[src/rtl/vtp_fail_log.sv]
// VTP translation-failure recorder: per-port failure detection, staging,
// round-robin merge into a software-drained log, plus statistics CSRs.
module vtp_fail_log #(
    parameter int NUM_PORTS       = 2,
    parameter int ADDR_WIDTH      = 42,
    parameter int BURST_CNT_WIDTH = 7,
    parameter int LOG_DEPTH       = 16,
    parameter int CNT_WIDTH       = 16
) (
    input  logic                                 clk,
    input  logic                                 reset_n,
    input  logic [NUM_PORTS-1:0]                 rd_fail_valid,
    input  logic [NUM_PORTS*ADDR_WIDTH-1:0]      rd_fail_addr,
    input  logic [NUM_PORTS-1:0]                 wr_fail_valid,
    input  logic [NUM_PORTS*ADDR_WIDTH-1:0]      wr_fail_addr,
    input  logic [NUM_PORTS*BURST_CNT_WIDTH-1:0] wr_fail_burstcount,
    input  logic                                 clear_stats,
    input  logic                                 log_pop,
    output logic                                 log_valid,
    output logic                                 log_is_write,
    output logic [5:0]                           log_port,
    output logic [63:0]                          log_va,
    output logic [$clog2(LOG_DEPTH):0]           log_count,
    output logic [CNT_WIDTH-1:0]                 rd_fail_cnt,
    output logic [CNT_WIDTH-1:0]                 wr_fail_cnt,
    output logic [CNT_WIDTH-1:0]                 drop_cnt,
    output logic [63:0]                          last_rd_va,
    output logic [63:0]                          last_wr_va,
    output logic [63:0]                          first_fail_va,
    output logic                                 first_fail_valid
);

    localparam int NS = 2 * NUM_PORTS;
    localparam int PW = $clog2(NS);
    localparam int AW = $clog2(LOG_DEPTH);
    localparam int CW = AW + 1;
    localparam int SW = CNT_WIDTH + 8;
    localparam logic [CW-1:0] FULL = CW'(LOG_DEPTH);
    localparam logic [PW-1:0] LAST = PW'(NS - 1);

    function automatic logic [CNT_WIDTH-1:0] sat_add(
        input logic [CNT_WIDTH-1:0] a,
        input logic [7:0]           b
    );
        logic [SW-1:0] s;
        s = SW'(a) + SW'(b);
        if (s > SW'({CNT_WIDTH{1'b1}}))
            return '1;
        return s[CNT_WIDTH-1:0];
    endfunction

    function automatic logic [63:0] to_va(input logic [ADDR_WIDTH-1:0] a);
        return 64'(a) << 6;
    endfunction

    logic [BURST_CNT_WIDTH-1:0] rem [NUM_PORTS];
    logic [NUM_PORTS-1:0]       wr_sop;
    logic [NS-1:0]              ev;
    logic [NS-1:0]              drop;
    logic [NS-1:0]              gnt;
    logic [NS-1:0]              slot_v;
    logic [ADDR_WIDTH-1:0]      ev_addr [NS];
    logic [ADDR_WIDTH-1:0]      slot_addr [NS];
    logic [PW-1:0]              rr_ptr;
    logic [PW-1:0]              gnt_idx;
    logic                       gnt_any;
    logic [7:0]                 n_rd, n_wr, n_drop;
    logic                       rd_hit, wr_hit, first_hit;
    logic [ADDR_WIDTH-1:0]      rd_last, wr_last, first_addr;

    logic [ADDR_WIDTH-1:0]      f_addr [LOG_DEPTH];
    logic                       f_wr [LOG_DEPTH];
    logic [5:0]                 f_port [LOG_DEPTH];
    logic [AW-1:0]              wr_ptr, rd_ptr;
    logic                       push, pop;

    // Event detection; slot s = 2*port + is_write
    always_comb begin
        ev = '0;
        for (int p = 0; p < NUM_PORTS; p++) begin
            wr_sop[p] = wr_fail_valid[p] && (rem[p] == '0);
            ev[2*p] = rd_fail_valid[p];
            ev[2*p+1] = wr_sop[p];
            ev_addr[2*p] = rd_fail_addr[p*ADDR_WIDTH +: ADDR_WIDTH];
            ev_addr[2*p+1] = wr_fail_addr[p*ADDR_WIDTH +: ADDR_WIDTH];
        end
    end

    // Circular first-occupied search starting at the round-robin pointer
    always_comb begin
        int k;
        gnt = '0;
        gnt_idx = '0;
        gnt_any = 1'b0;
        k = 0;
        if (log_count != FULL) begin
            for (int i = 0; i < NS; i++) begin
                k = int'(rr_ptr) + i;
                if (k >= NS)
                    k = k - NS;
                if (!gnt_any && slot_v[k]) begin
                    gnt_any = 1'b1;
                    gnt_idx = PW'(k);
                end
            end
        end
        if (gnt_any)
            gnt[gnt_idx] = 1'b1;
    end

    always_comb begin
        n_rd = '0;
        n_wr = '0;
        n_drop = '0;
        rd_hit = 1'b0;
        wr_hit = 1'b0;
        first_hit = 1'b0;
        rd_last = '0;
        wr_last = '0;
        first_addr = '0;
        drop = '0;
        for (int s = 0; s < NS; s++) begin
            drop[s] = ev[s] && slot_v[s] && !gnt[s];
            if (drop[s])
                n_drop = n_drop + 8'd1;
            if (ev[s]) begin
                if (s % 2 == 0) begin
                    n_rd = n_rd + 8'd1;
                    rd_hit = 1'b1;
                    rd_last = ev_addr[s];
                end else begin
                    n_wr = n_wr + 8'd1;
                    wr_hit = 1'b1;
                    wr_last = ev_addr[s];
                end
                if (!first_hit) begin
                    first_hit = 1'b1;
                    first_addr = ev_addr[s];
                end
            end
        end
    end

    assign push = gnt_any;
    assign pop = log_pop && log_valid;

    always_ff @(posedge clk) begin
        if (!reset_n) begin
            for (int p = 0; p < NUM_PORTS; p++)
                rem[p] <= '0;
            slot_v <= '0;
            rr_ptr <= '0;
        end else begin
            for (int p = 0; p < NUM_PORTS; p++) begin
                if (wr_sop[p]) begin
                    if (wr_fail_burstcount[p*BURST_CNT_WIDTH +: BURST_CNT_WIDTH] == '0)
                        rem[p] <= '0;
                    else
                        rem[p] <= wr_fail_burstcount[p*BURST_CNT_WIDTH +: BURST_CNT_WIDTH]
                                  - BURST_CNT_WIDTH'(1);
                end else if (wr_fail_valid[p]) begin
                    rem[p] <= rem[p] - BURST_CNT_WIDTH'(1);
                end
            end
            for (int s = 0; s < NS; s++) begin
                if (ev[s] && (!slot_v[s] || gnt[s])) begin
                    slot_v[s] <= 1'b1;
                    slot_addr[s] <= ev_addr[s];
                end else if (gnt[s]) begin
                    slot_v[s] <= 1'b0;
                end
            end
            if (gnt_any)
                rr_ptr <= (gnt_idx == LAST) ? '0 : gnt_idx + PW'(1);
        end
    end

    always_ff @(posedge clk) begin
        if (!reset_n) begin
            wr_ptr <= '0;
            rd_ptr <= '0;
            log_count <= '0;
        end else begin
            if (push) begin
                f_addr[wr_ptr] <= slot_addr[gnt_idx];
                f_wr[wr_ptr] <= gnt_idx[0];
                f_port[wr_ptr] <= 6'(gnt_idx >> 1);
                wr_ptr <= wr_ptr + AW'(1);
            end
            if (pop)
                rd_ptr <= rd_ptr + AW'(1);
            if (push && !pop)
                log_count <= log_count + CW'(1);
            else if (pop && !push)
                log_count <= log_count - CW'(1);
        end
    end

    assign log_valid = (log_count != '0);
    assign log_is_write = log_valid && f_wr[rd_ptr];
    assign log_port = log_valid ? f_port[rd_ptr] : '0;
    assign log_va = log_valid ? to_va(f_addr[rd_ptr]) : '0;

    always_ff @(posedge clk) begin
        if (!reset_n) begin
            rd_fail_cnt <= '0;
            wr_fail_cnt <= '0;
            drop_cnt <= '0;
            last_rd_va <= '0;
            last_wr_va <= '0;
            first_fail_va <= '0;
            first_fail_valid <= 1'b0;
        end else begin
            rd_fail_cnt <= sat_add(clear_stats ? '0 : rd_fail_cnt, n_rd);
            wr_fail_cnt <= sat_add(clear_stats ? '0 : wr_fail_cnt, n_wr);
            drop_cnt <= sat_add(clear_stats ? '0 : drop_cnt, n_drop);
            if (rd_hit)
                last_rd_va <= to_va(rd_last);
            if (wr_hit)
                last_wr_va <= to_va(wr_last);
            if (clear_stats) begin
                first_fail_valid <= 1'b0;
                first_fail_va <= '0;
            end
            // A same-cycle event lands after the clear
            if ((clear_stats || !first_fail_valid) && first_hit) begin
                first_fail_valid <= 1'b1;
                first_fail_va <= to_va(first_addr);
            end
        end
    end

endmodule

[config.mk]
export PLATFORM = sky130hd
export DESIGN_NAME = vtp_fail_log
export DESIGN_NICKNAME = d
export VERILOG_FILES = /design/src/rtl/vtp_fail_log.sv
export SDC_FILE = /design/constraint.sdc
export NUM_CORES = 1
export LEC_CHECK = 0
export CAP_MARGIN = 20
export CORE_MARGIN = 1.5
export CORE_UTILIZATION = 40
export DETAILED_ROUTE_END_ITERATION = 7
export PLACE_DENSITY_LB_ADDON = 0.15
export SLEW_MARGIN = 20
export SYNTH_ARGS = -nofsm -noshare
export SYNTH_HDL_FRONTEND = slang
export SYNTH_SLANG_ARGS = --single-unit
[constraint.sdc]
create_clock -name clk -period 6.56 [get_ports clk]
set_input_delay 0.656 -clock clk [delete_from_list [all_inputs] [get_ports clk]]
set_output_delay 0.656 -clock clk [all_outputs]
set_load 0.005 [all_outputs]
==> reports/metrics.csv, run 1 <==
stage,metric,value,unit
sta,setup violators final,0,
route,vias per inst,5.62,
cts,CTS Hold Bufs,0,
worst_setup_path,Critical Path Start,log_count[1],
cts,CTS Buffer Depth,3,
synth,Post-synth EDFFs,886,
worst_setup_path,delay of the slowest critical-path stage,0.68,ns
grt,initial antenna violation count,7,
placed_design,Placer Congestion,0.917,
sta,RSZ-0062 raised after global routing,false,
synth,Synth Instances,2826,
run_status,result of the run,finished clean,
synth,post-synthesis instance area,45000,µm²
synth,sequential area share after synthesis,0.680,
final_layout,fin nets,3490,
sta,Slew HR,0.254,
floorplanning,die area,114000,µm²
synth,Yosys top cell area share,0.591,
final_layout,area occupied by multi-input gates,13500,µm²
worst_hold_path,min-delay worst type,reg -> reg,
sta,Clock Skew,0.0244,ns
worst_setup_path,worst endpoint data arrival time,5.74,ns
synth,YS warnings,0,
power_and_ir_drop,Tot Pwr,18600,µW
route,DRT Wirelength,131000,µm
final_layout,final core occ,0.490,
floorplanning,core area,111000,µm²
cts,clk root buf,clkbuf_16,
sta,Max Fclk,0.192,GHz
power_and_ir_drop,Leak Pwr,0.0175,µW
route,post-route ant nets,0,
final_layout,Area Overhead vs Synth,21.0,%
sta,Hold Fails Final Rpt,0,
sta,Max Slew Vio Count,0,
synth,Yosys reg bits,1084,
grt,pin count of the biggest net entering global routing,88,
route,1st-iter DRT viols,2484,
synth,Synth area leaders,"edfxtp_1 (59%), mux4_2 (11%), dfxtp_1 (8.8%), mux2i_1 (2.9%), buf_4 (1.6%)",
route,Wirelength per Cell,27.1,µm
floorplanning,die height,338,µm
sta,setup TNS,0,ns
worst_setup_path,Critical path buffers and inverters,2,
route,router iterations before antenna repair,5,
worst_setup_path,CP Max Fanout,55,
worst_setup_path,CP Class,reg -> reg,
power_and_ir_drop,maximum vdd drop,0.274,mV
worst_setup_path,Worst path top cell family by delay,simple AND/OR/NAND/NOR gates,
worst_setup_path,CP endpoint kind,flop,
synth,most frequent cell after synthesis,edfxtp_1,
worst_setup_path,Setup crit end,drop_cnt[6],
grt,grt ovf,0,
worst_setup_path,Crit. path cell count,18,
synth,Post-synth top cells,"edfxtp_1 (886), mux4_2 (220), dfxtp_1 (198)",
cts,clock-pin transition on the worst setup and hold timing paths,0.06,ns
cts,post-CTS setup buffers,0,
synth,ys async rst share,0,
worst_setup_path,worst-path cell chain,nor4_2 > and2_1 > nor4_2 > buf_4 > ha_1 > inv_1 > o21ai_0 > nor2_1 > xnor2_1 > xnor2_1 > ha_1 > fa_1 > a21o_1 > a21oi_1 > nor2_1 > and4_1 > nand2_1 > o21ai_0,
placed_design,Port Buffers,414,
power_and_ir_drop,PwrDens,341,nW/µm²
worst_setup_path,FF-to-FF Start,log_count[1],
cts,CTS tree,built,
cts,CTS resizes,0,
sta,fin crit share,0.793,
floorplanning,site row count,122,
sta,Slew @ Worst Pin,1.10,ns
floorplanning,die width,338,µm
final_layout,fraction of layout cells with a size suffix above 1,0.157,
synth,Synth Flop Type,edfxtp_1,
synth,Synth area leader,edfxtp_1,
sta,Final min period,5.20,ns
route,DR DRC count,0,
cts,CTS Buf Count,111,
grt,global-route wire length before repair,191000,µm
worst_setup_path,type of origin of the critical path,flop,
route,Via Count,27200,
worst_setup_path,flop-to-flop setup slack,1.36,ns
final_layout,register area,30600,µm²
synth,post-synthesis area per instance,15.9,µm²
cts,Sink Count,1084,
floorplanning,Initial Utilization,0.405,
final_layout,fillers,9506,
worst_hold_path,WHS Path Cells,1,
synth,Yosys cell types,68,
worst_setup_path,worst r2r dst,drop_cnt[6],
worst_setup_path,CP required,7.10,ns
grt,GRT Total Usage,0.225,
floorplanning,IO Pins,508,
worst_setup_path,Worst path slowest cell,buf_4,
grt,vias in the first global route,28400,
placed_design,HPWL Detailed,83200,µm
cts,Worst-Skew Late Latency,0.69,ns
flow_run,max cap viols,0,
worst_setup_path,worst r2r path cells,18,
cts,H-tree depth,3,
-- registers in the layout (all words and copies together), names as in the netlist, 5 cells and up, named ones only --
| register | flops |
|---|---|
| first_fail_va | 42 |
| slot_addr | 168 |
| f_addr | 672 |
| wr_fail_cnt | 16 |
| f_port | 16 |
| last_wr_va | 42 |
| rem | 14 |
| rd_fail_cnt | 16 |
| f_wr | 16 |
| last_rd_va | 42 |
| log_count | 5 |
| drop_cnt | 16 |
-- worst register-to-register path, stage by stage (launching register included) --
cell and delay (ns):
dfxtp_1 0.45, nor4_2 0.13, and2_1 0.26, nor4_2 0.33, buf_4 0.68, ha_1 0.30
inv_1 0.04, o21ai_0 0.37, nor2_1 0.14, xnor2_1 0.17, xnor2_1 0.17, ha_1 0.22
fa_1 0.46, a21o_1 0.17, a21oi_1 0.34, nor2_1 0.20, and4_1 0.31, nand2_1 0.19
o21ai_0 0.12
-- through the flow --
step	hold WS [ns]	std cells	area [µm²]	worst slack, ns
global route	0.489	4844	54400	1.00
detailed placement	0.462	4640	50800	1.40
finish	0.488	4845	54400	1.36
floorplan	0.456	2919	45300	1.51
global placement	0.464	4639	50800	1.52
CTS	0.448	4843	54400	1.35
-- where the power goes --
group          leakage [µW]  total, µW  switching [µW]  internal, µW
clock network       0.00172       6120            2620          3500
logic               0.00614       4070            2120          1950
registers           0.00967       8370             253          8120
total                0.0175      18600            5000         13600
-- area by class of cell --
cell class,instances,share of cell area
diodes,2,0.0000920
repair buffers,501,0.0893
well taps,1488,0.0342
inverters,24,0.00166
clock buffers,149,0.0563
clock inverters,54,0.00837
flip-flops and latches,1084,0.562
multi-input cells,1543,0.248
-- per-layer routing --
layer,track usage,vias to the layer above,part of all wire,wire length [µm]
li1,-,11800,-,-
met1,0.298,14100,0.41,53900
met3,0.0410,209,0.073,9570
met2,0.371,1187,0.48,63400
met5,0,-,0.00037,48
met4,0.0814,8,0.032,4220
-- cell usage in the layout, fill, tap and decap left out, types with 58 or more instances in the layout --
cell type and instances:
mux2i_1 114, buf_4 84, edfxtp_1 886, dfxtp_1 194, nor2_1 151, a21oi_1 100, o21ai_0 107, and2_1 58
mux4_2 220, clkdlybuf4s50_1 410, conb_1 94, clkbuf_16 112, nand2_1 116
-- cell families (layout without fill, tap and decap cells) --
logic type               count (synthesis)  count (layout)  synth area share
AO/OA/AOI/OAI                          426             426            0.0612
XOR/XNOR                                62              62            0.0121
adder cells (fa/ha/maj)                 35              35            0.0104
buffers and inverters                  292             728            0.0334
flip-flops                            1084            1084             0.680
multiplexers                           352             352             0.140
other                                    1              96         0.0000834
AND/OR/NAND/NOR                        574             574            0.0638
-- how the worst min path moves through the flow --
| stage | start | end | slack (ns) |
|---|---|---|---|
| after floorplan | first_fail_va[13] | first_fail_va[13] | 0.46 |
| after global placement | rd_ptr[3] | flop | 0.46 |
| after detailed placement | first_fail_va[9] | first_fail_va[9] | 0.46 |
| after CTS | reset_n | wr_fail_cnt[8] | 0.45 |
| after global routing | reset_n | rd_fail_cnt[8] | 0.49 |
| final | first_fail_va[44] | first_fail_va[44] | 0.49 |
Note: power is estimated with default switching activity, not from simulation.
==> inputs of run 2 (changes only) <==
- clock period: 6.56 -> 4.64 ns (I/O delays scaled with it)
==> run 2 against run 1 <==
Effect of this change:
- power is 46% higher
- first-iteration DRC count grew 0.16%
- critical path depth grew 1
- design area is 1.0% higher
- worst setup slack lost 1.1 ns
- register-to-register slack worse by 1.1 ns
- sequential cell count did not move
- routed wire length shrank 0.54%
- global-route usage decreased by 0.10 points
- non-clock buffer count increased by 21
- count of clock-buffer cells in the layout down 17
- critical path type unchanged
==> reports/metrics.csv, run 2 (synthesis results as in run 1) <==
stage,metric,value,unit,change
power_and_ir_drop,clock network power share,0.346,,was 0.330
floorplanning,die height,338,µm,unchanged
route,post-route ant nets,0,,unchanged
worst_setup_path,worst r2r path cells,19,,was 18
power_and_ir_drop,P_sw,7190,µW,was 5000 µW
route,DRT Wirelength,130000,µm,"was 131,000 µm"
grt,pin count of the biggest net entering global routing,72,,was 88
power_and_ir_drop,Tot Pwr,27000,µW,"was 18,600 µW"
power_and_ir_drop,PwrDens,491,nW/µm²,was 341 nW/µm²
worst_setup_path,worst endpoint data arrival time,4.95,ns,was 5.74 ns
grt,vias in the first global route,27800,,"was 28,400"
worst_hold_path,min-delay worst type,in -> reg,,was reg -> reg
final_layout,most frequent cells in the layout,"edfxtp_1 (886), clkdlybuf4s50_1 (410), mux4_2 (220)",,unchanged
final_layout,Area Overhead vs Synth,22.3,%,was 21.0%
sta,Slew @ Worst Pin,1.12,ns,was 1.10 ns
power_and_ir_drop,Leak Pwr,0.0178,µW,was 0.0175 µW
cts,CTS Hold Bufs,0,,unchanged
run_status,result of the run,finished clean,,unchanged
grt,grt ovf,0,,unchanged
sta,fin crit share,0.948,,was 0.793
placed_design,placed inst area,51100,µm²,"was 50,800 µm²"
sta,Slew HR,0.255,,was 0.254
grt,initial antenna violation count,11,,was 7
worst_setup_path,CP endpoint kind,flop,,unchanged
grt,GRT Total Usage,0.224,,was 0.225
power_and_ir_drop,switching share of total power,0.266,,was 0.269
final_layout,fin nets,3510,,"was 3,490"
worst_hold_path,WHS Path Cells,2,,was 1
final_layout,largest registers,"f_addr x672, slot_addr x168",,unchanged
final_layout,fraction of layout cells with a size suffix above 1,0.170,,was 0.157
sta,setup violators final,0,,unchanged
sta,Max Fclk,0.227,GHz,was 0.192 GHz
power_and_ir_drop,combinational share of power,0.219,,about the same
placed_design,HPWL Detailed,82000,µm,"was 83,200 µm"
route,Wirelength per Cell,26.8,µm,was 27.1 µm
sta,Hold Fails Final Rpt,0,,unchanged
sta,Clock Skew,0.0251,ns,was 0.0244 ns
placed_design,Placer Congestion,0.858,,was 0.917
final_layout,final instance area,55000,µm²,"was 54,400 µm²"
floorplanning,Initial Utilization,0.405,,unchanged
cts,clock-pin transition on the worst setup and hold timing paths,0.06,ns,about the same
route,1st-iter DRT viols,2488,,"was 2,484"
final_layout,Largest register FFs,672,,unchanged
cts,CTS tree,built,,unchanged
sta,Final min period,4.40,ns,was 5.20 ns
worst_setup_path,CP Max Fanout,8,,was 55
final_layout,Layout Cells excl Fill,4870,,"was 4,845"
floorplanning,IO Pins,508,,unchanged
cts,Sink Count,1084,,unchanged
route,vias per inst,5.55,,was 5.62
placed_design,Port Buffers,414,,unchanged
route,Via Count,27000,,"was 27,200"
grt,global-route wire length before repair,190000,µm,"was 191,000 µm"
power_and_ir_drop,maximum vdd drop,0.314,mV,was 0.274 mV
power_and_ir_drop,internal cell power,19800,µW,"was 13,600 µW"
cts,Worst-Skew Late Latency,0.71,ns,was 0.69 ns
route,DR DRC count,0,,unchanged
floorplanning,die area,114000,µm²,unchanged
final_layout,fillers,9418,,"was 9,506"
cts,clk root buf,clkbuf_16,,unchanged
worst_setup_path,type of origin of the critical path,flop,,unchanged
power_and_ir_drop,Seq pwr share,0.436,,was 0.451
placed_design,dpl cells,4659,,"was 4,640"
cts,CTS Buf Count,110,,was 111
final_layout,largest register by flop count,f_addr,,unchanged
cts,CTS Buffer Depth,3,,unchanged
flow_run,max cap viols,0,,unchanged
worst_setup_path,CP required,5.19,ns,was 7.10 ns
floorplanning,die width,338,µm,unchanged
floorplanning,site row count,122,,unchanged
worst_setup_path,flop-to-flop setup slack,0.24,ns,was 1.36 ns
worst_setup_path,CP Class,reg -> reg,,unchanged
floorplanning,core area,111000,µm²,unchanged
sta,Max Slew Vio Count,0,,unchanged
route,router iterations before antenna repair,6,,was 5
sta,Worst Hold Slack,0.326,ns,was 0.488 ns
final_layout,"commonest non-fill, non-tap cell in the layout",edfxtp_1,,unchanged
cts,H-tree depth,3,,unchanged
[run 2: changes by cell type in the layout (fill, tap and decap cells not counted), moves of 4 or more]
cell / delta
buf_12: +5
buf_4: +14
bufinv_16: +12
clkbuf_1: -10
clkbuf_8: -5
clkinv_1: -10
clkinv_16: +4
clkinv_2: +19
mux2i_1: +5
mux2i_2: -4
[run 2: worst paths after layout]
kind / from / end
worst max-delay path: slot_v[3] / drop_cnt[9]
worst max register to register: slot_v[3] / drop_cnt[9]
worst min register to register: first_fail_va[13] / first_fail_va[13]
worst min-delay path: reset_n / rd_fail_cnt[8]
[run 2: per-layer routing]
metal	part of all wire	up-vias	global-route usage
met5	0.00065	-	0
met4	0.030	12	0.0724
met3	0.068	206	0.0452
met2	0.48	1094	0.364
met1	0.42	13900	0.302
li1	-	11800	-
[run 2: through the flow]
| step | utilization | setup WS [ns] | TNS (ns) |
|---|---|---|---|
| after floorplan | - | 0.0196 | 0 |
| after global placement | 0.459 | 0.0854 | 0 |
| after detailed placement | 0.459 | -0.00438 | -0.00455 |
| after CTS | 0.494 | 0.0738 | 0 |
| after global routing | 0.495 | -0.0123 | -0.0123 |
| final | 0.495 | 0.239 | 0 |
[run 2: cell type report]
class                      count  area, µm²  share of cell area
sequential                  1084      30600               0.556
multi-input combinational   1543      13500               0.246
timing repair buffer         522       5090              0.0926
clock buffer                 132       2920              0.0530
tap                         1488       1860              0.0339
clock inverter                76        935              0.0170
inverter                      24       90.1             0.00164
antenna                        1       2.50           0.0000455
[run 2: repair_timing]
| action | in CTS | in global routing |
|---|---|---|
| setup buffers | 0 | 1 |
| hold endpoints to repair | 0 | 0 |
| endpoints found under the setup margin | 5 | 14 |
| gates cloned | 0 | 0 |
| pin swaps | 0 | 1 |
| resized for setup | 1 | 8 |
[run 2: power by group through the flow]
stage | Sequential (µW) | Combinational, µW | Clock, µW
detailed placement | 12000 | 5980 | 0
finish | 11800 | 5910 | 9350
CTS | 11800 | 6000 | 9520
global placement | 12000 | 5850 | 0
global route | 11800 | 6360 | 9870
floorplan | 11800 | 3410 | 0
[run 2: critical path: stages, from the launching register on]
cell and delay (ns):
dfxtp_1 0.38, nor2_1 0.12, o21ai_0 0.19, nand2b_1 0.12, a221oi_4 0.34, inv_1 0.13, ha_1 0.20, nor2b_1 0.12
a31oi_1 0.08, or2_4 0.29, ha_1 0.36, xnor2_1 0.16, ha_1 0.22, fa_1 0.46, a21o_1 0.18, a21oi_1 0.19
nor2_1 0.15, and4_2 0.32, nand2_2 0.14, o21ai_1 0.10
